--- config.mk ---
export PLATFORM = sky130hd
export DESIGN_NAME = addsub_seq
export DESIGN_NICKNAME = d
export VERILOG_FILES = /design/src/rtl/addsub_seq_pkg.sv /design/src/rtl/addsub_seq_addsub32.sv /design/src/rtl/addsub_seq.sv
export SDC_FILE = /design/constraint.sdc
export NUM_CORES = 1
export LEC_CHECK = 0
export ABC_CLOCK_PERIOD_IN_PS = 36700
export CORE_ASPECT_RATIO = 0.7
export CORE_MARGIN = 1
export CORE_UTILIZATION = 45
export DETAILED_ROUTE_END_ITERATION = 12
export DONT_BUFFER_PORTS = 1
export GPL_ROUTABILITY_DRIVEN = 0
export SLEW_MARGIN = 0
export SYNTH_ARGS = -nofsm -noshare
export SYNTH_HDL_FRONTEND = slang
export SYNTH_SLANG_ARGS = --single-unit
--- constraint.sdc ---
create_clock -name clk -period 36.7 [get_ports clk]
set_clock_uncertainty 0.15 [all_clocks]
set_input_delay 3.67 -clock clk [delete_from_list [all_inputs] [get_ports clk]]
set_output_delay 3.67 -clock clk [all_outputs]
set_load 0.01 [all_outputs]
--- src/rtl/addsub_seq_pkg.sv ---
// Shared definitions for the addsub_seq sequencer: opcodes, FSM state encoding
// and the default operand width.
package addsub_seq_pkg;

  localparam int DEF_W = 32;

  localparam logic [1:0] OP_ADD  = 2'b00;
  localparam logic [1:0] OP_SUB  = 2'b01;
  localparam logic [1:0] OP_MUL  = 2'b10;
  localparam logic [1:0] OP_RSVD = 2'b11;

  typedef enum logic [1:0] {
    ST_IDLE     = 2'b00,
    ST_EXEC     = 2'b01,
    ST_MUL_ITER = 2'b10,
    ST_DONE     = 2'b11
  } state_e;

endpackage

--- src/rtl/addsub_seq_addsub32.sv ---
// Combinational W-bit ripple adder-subtractor: F = A + (B ^ {W{S}}) + S.
// With S=1 this is A - B and Cout=1 means no borrow.
module addsub32
  import addsub_seq_pkg::*;
#(
  parameter int W = DEF_W
) (
  input  logic [W-1:0] A,
  input  logic [W-1:0] B,
  input  logic         S,
  output logic [W-1:0] F,
  output logic         Cout
);

  logic carry;
  logic bx;

  // One full adder per bit; the carry ripples LSB to MSB.
  always_comb begin
    F     = '0;
    carry = S;
    bx    = 1'b0;
    for (int i = 0; i < W; i++) begin
      bx    = B[i] ^ S;
      F[i]  = A[i] ^ bx ^ carry;
      carry = (A[i] & bx) | (carry & (A[i] ^ bx));
    end
    Cout = carry;
  end

endmodule

--- src/rtl/addsub_seq.sv ---
// Multi-cycle ADD/SUB/MUL sequencer sharing one ripple adder-subtractor.
// Build option: define ADDSUB_SEQ_MUL_EN to compile the shift-and-add multiplier.
module addsub_seq
  import addsub_seq_pkg::*;
#(
  parameter int W = DEF_W
) (
  input  logic         clk,
  input  logic         rst,
  input  logic         in_valid,
  output logic         in_ready,
  input  logic [1:0]   op,
  input  logic [W-1:0] A,
  input  logic [W-1:0] B,
  output logic         out_valid,
  input  logic         out_ready,
  output logic [W-1:0] F,
  output logic [W-1:0] F_hi,
  output logic         C,
  output logic         err
);

  state_e state_q, state_d;

  logic [W-1:0] a_q, a_d;
  logic [W-1:0] b_q, b_d;
  logic         s_q, s_d;

  logic [W-1:0] f_q, f_d;
  logic         c_q, c_d;
  logic         err_q, err_d;

`ifdef ADDSUB_SEQ_MUL_EN
  localparam int CNT_W = $clog2(W);

  logic [CNT_W-1:0] cnt_q, cnt_d;
  logic [W-1:0]     acc_hi_q, acc_hi_d;
  logic [W-1:0]     acc_lo_q, acc_lo_d;
  logic [W-1:0]     fhi_q, fhi_d;
`endif

  logic [W-1:0] add_a, add_b, add_f;
  logic         add_s, add_co;

  addsub32 #(.W(W)) u_addsub (
    .A    (add_a),
    .B    (add_b),
    .S    (add_s),
    .F    (add_f),
    .Cout (add_co)
  );

  always_comb begin
    state_d = state_q;
    a_d     = a_q;
    b_d     = b_q;
    s_d     = s_q;
    f_d     = f_q;
    c_d     = c_q;
    err_d   = err_q;
    add_a   = a_q;
    add_b   = b_q;
    add_s   = s_q;
`ifdef ADDSUB_SEQ_MUL_EN
    cnt_d    = cnt_q;
    acc_hi_d = acc_hi_q;
    acc_lo_d = acc_lo_q;
    fhi_d    = fhi_q;
`endif

    unique case (state_q)
      ST_IDLE: begin
        if (in_valid) begin
          a_d   = A;
          b_d   = B;
          s_d   = op[0];
          // Clear the result bank so fields an op does not produce read 0.
          f_d   = '0;
          c_d   = 1'b0;
          err_d = 1'b0;
`ifdef ADDSUB_SEQ_MUL_EN
          fhi_d = '0;
`endif
          case (op)
            OP_ADD, OP_SUB: state_d = ST_EXEC;
`ifdef ADDSUB_SEQ_MUL_EN
            OP_MUL: begin
              state_d  = ST_MUL_ITER;
              cnt_d    = CNT_W'(W - 1);
              acc_hi_d = '0;
              acc_lo_d = B;
            end
`endif
            default: begin
              state_d = ST_DONE;
              err_d   = 1'b1;
            end
          endcase
        end
      end

      ST_EXEC: begin
        f_d     = add_f;
        c_d     = add_co;
        state_d = ST_DONE;
      end

`ifdef ADDSUB_SEQ_MUL_EN
      ST_MUL_ITER: begin
        add_a    = acc_hi_q;
        add_b    = acc_lo_q[0] ? a_q : '0;
        add_s    = 1'b0;
        acc_hi_d = {add_co, add_f[W-1:1]};
        acc_lo_d = {add_f[0], acc_lo_q[W-1:1]};
        if (cnt_q == '0) begin
          f_d     = acc_lo_d;
          fhi_d   = acc_hi_d;
          state_d = ST_DONE;
        end else begin
          cnt_d = cnt_q - 1'b1;
        end
      end
`endif

      ST_DONE: begin
        if (out_ready) state_d = ST_IDLE;
      end

      default: state_d = ST_IDLE;
    endcase
  end

  // Control and visible result registers: cleared asynchronously.
  always_ff @(posedge clk or posedge rst) begin
    if (rst) begin
      state_q <= ST_IDLE;
      f_q     <= '0;
      c_q     <= 1'b0;
      err_q   <= 1'b0;
`ifdef ADDSUB_SEQ_MUL_EN
      fhi_q   <= '0;
`endif
    end else begin
      state_q <= state_d;
      f_q     <= f_d;
      c_q     <= c_d;
      err_q   <= err_d;
`ifdef ADDSUB_SEQ_MUL_EN
      fhi_q   <= fhi_d;
`endif
    end
  end

  // Operand and working registers: only meaningful after an accept.
  always_ff @(posedge clk) begin
    a_q <= a_d;
    b_q <= b_d;
    s_q <= s_d;
`ifdef ADDSUB_SEQ_MUL_EN
    cnt_q    <= cnt_d;
    acc_hi_q <= acc_hi_d;
    acc_lo_q <= acc_lo_d;
`endif
  end

  assign in_ready  = (state_q == ST_IDLE);
  assign out_valid = (state_q == ST_DONE);
  assign F         = f_q;
  assign C         = c_q;
  assign err       = err_q;
`ifdef ADDSUB_SEQ_MUL_EN
  assign F_hi      = fhi_q;
`else
  assign F_hi      = '0;
`endif

endmodule

==> flow_metrics.tcl <==
set metrics [dict create \
    largest_driver_fanout_on_the_critical_path 32 \
    maximum_number_of_pins_on_one_net_before_global_route_repair 39 \
    cts_tree "built" \
    1st_pass_router_iterations 4 \
    postRouteAntennaNets 0 \
    finalCritPeriodShare 0.372 \
    setup_violations 0 \
    via_count 1959 \
    hold_class "flip-flop to flip-flop" \
    period_needed_ps 13670 \
    cpMostUsedCell "fa_1" \
    cts_hold_buffers 0 \
    die_h_microns 85.6 \
    peak_per_stage_delay_on_the_critical_path_ps 450 \
    utilization 0.499 \
    routed_wl_microns 7280 \
    p_leak_nw 1.90 \
    placement.io_buffers 0 \
    syn-mean-instance-area_sq_um 17.1 \
    cts.path.max_buffers 2 \
    antenna_found_initial 0 \
    synth_seq_area_share 0.635 \
    ff2ff_setup_slack_ps 23030 \
    status "completed" \
    grt_setup_unrepaired "false" \
    die_width_microns 121 \
    maxSlewViolCount 0 \
    ir_drop_mv 0.0281 \
    netlist_area_sq_um 4490 \
    via_per_inst 4.91 \
    grt_pass1_wl_microns 11600 \
    worst_slew_pin_slew_ps 871 \
    die_area_sq_um 10400 \
    place_worst_setup_slack_ps 22950 \
    route.detailed.wl_per_inst_microns 18.2 \
    postCtsResizedCells 0 \
    multiInputGateArea_sq_um 1420 \
    grt_util_all_layers 0.156 \
    number_of_violations_reported_at_the_end_of_detailed_routing_iteration_0 88 \
    grt_pass1_vias 2084 \
    dp_hpwl_microns 4940 \
    critPathKind "flip-flop to flip-flop" \
    timing.critical_path.slowest_stage_cell "fa_1" \
    synth_cells 262 \
    nets 366 \
    yosysUniqueCellTypes 22 \
    share_of_cells_above_drive_strength_1 0.0889 \
    post-synth-top-area-cell "edfxtp_1" \
    setup_total_negative_slack_ps 0 \
    core_area_sq_um 9680 \
    site_rows 30 \
    worst_setup_path_end_kind "flip-flop" \
    maxCapViolations 0 \
    worst-endpoint-arrival_ps 13770 \
    slew_headroom 0.418 \
    relative_area_change_from_synthesis_to_final_layout_pct 7.72 \
    synthTopCellsByArea "edfxtp_1 43%, dfrtp_1 20%, fa_1 14%" \
    share_of_yosys_cell_area_claimed_by_the_top_area_cell_type 0.435 \
    crit_required_ps 36800 \
    globalRoute.totalOverflow 0 \
    pin_count 138 \
    number_of_synthesized_register_bits 101 \
    postcts_setup_bufs 0 \
    power.total_mw 0.386 \
    starting_utilization_of_the_core_area 0.464 \
    path_clk_slew_ps 60 \
    register_area_sq_um 2850 \
    setup.worst_path.start_class "flip-flop" \
    cts_made_buffers 9 \
    drc_errors 0 \
    final.setup.worst_slack_ps 23030 \
    report.final.hold_viol_count 0 \
    powerDensity_nw_per_um2 79.9 \
    layout.filler_cells 840 \
    clkLatencyLatePin_ps 340 \
    clk_root_buffer_cell "clkbuf_16" \
    tritoncts_num_sinks 101 \
    hold_slack_ps 418 \
    max_freq_mhz 73.2 \
    yosys_warnings 0 \
    number_of_h_tree_levels 3 \
]
-- where the power goes --
part,internal (mW),total [mW],switching (mW)
sequential,0.154,0.183,0.0287
combinational,0.0438,0.0960,0.0523
clock,0.0684,0.107,0.0389
-- cell usage in the layout, fill, tap and decap left out --
master / n
o21bai_4: 1
clkbuf_8: 1
clkbuf_1: 2
xnor2_1: 5
diode_2: 1
bufinv_16: 3
inv_1: 8
xor2_1: 27
nand2_1: 1
conb_1: 32
buf_4: 4
nor2_1: 1
and2_1: 1
nor2b_2: 1
nor2b_1: 1
fa_1: 31
nor3b_2: 1
dfrtp_1: 36
a21o_1: 1
mux2_2: 2
o2bb2ai_1: 6
nand2b_1: 1
clkbuf_16: 9
edfxtp_1: 65
a22o_1: 28
clkinv_2: 1
inv_2: 1
-- final cells by class --
type / count / area share
Clock buffer: 12 / 0.0510
Clock inverter: 4 / 0.0197
Inverter: 9 / 0.00699
Sequential cell: 101 / 0.590
Timing Repair Buffer: 4 / 0.00621
Antenna cell: 1 / 0.000517
Tap cell: 128 / 0.0331
Multi-Input combinational cell: 140 / 0.293
-- through the flow --
step | area [sq um] | std cells
floorplan | 4610 | 293
global placement | 4490 | 382
detailed placement | 4490 | 382
CTS | 4830 | 398
global route | 4830 | 398
finish | 4840 | 399
-- synthesized netlist by cell type (all sizes together) --
library cell and instances:
a21o 1, a22o 28, and2 1, buf 42, clkbuf 1, conb 1, dfrtp 36, edfxtp 65
fa 31, inv 9, mux2 2, nand2 1, nand2b 1, nor2 1, nor2b 2, nor3b 1
o21bai 1, o2bb2ai 6, xnor2 5, xor2 27
-- cells by family after synthesis --
group	after synthesis	synth area share
adders and majority gates	31	0.138
buffers and inverters	52	0.0786
DFF	101	0.635
xor gates and xnor gates	32	0.0624
and+or+nand+nor	7	0.00892
muxes	2	0.00502
other	1	0.000835
AOI/OAI and AO/OA	36	0.0705
-- registers in the layout, summed over array words and instances (netlist names) --
signal	cells
add_s	1
add_b	32
err	1
C	1
state_q	2
a_q	32
F	32
-- critical path, delay by kind of cell (launching register included) --
family,cells,cell delay (ps)
multiplexers,1,350
adder cells (fa/ha/maj),31,12030
flip-flops,1,360
buffers and inverters,4,520
AO/OA/AOI/OAI,1,160
-- metal layers --
| metal | global-route usage | routed length (microns) |
|---|---|---|
| met5 | 0 | 0 |
| met4 | 0.0539 | 103 |
| met3 | 0.0831 | 790 |
| met2 | 0.229 | 3250 |
| met1 | 0.197 | 3130 |
-- worst paths after layout --
| path | start | to | depth (start not counted) |
|---|---|---|---|
| setup / recovery | add_s | F[31] | 37 |
| max in group asynchronous | rst | F[4] | 1 |
| hold reg to reg | F[30] | F[30] | 1 |
| setup reg to reg | add_s | F[31] | 37 |
| min in group asynchronous | rst | F[20] | 1 |
| hold / removal | F[30] | F[30] | 1 |
Note: power is estimated with default switching activity, not from simulation.
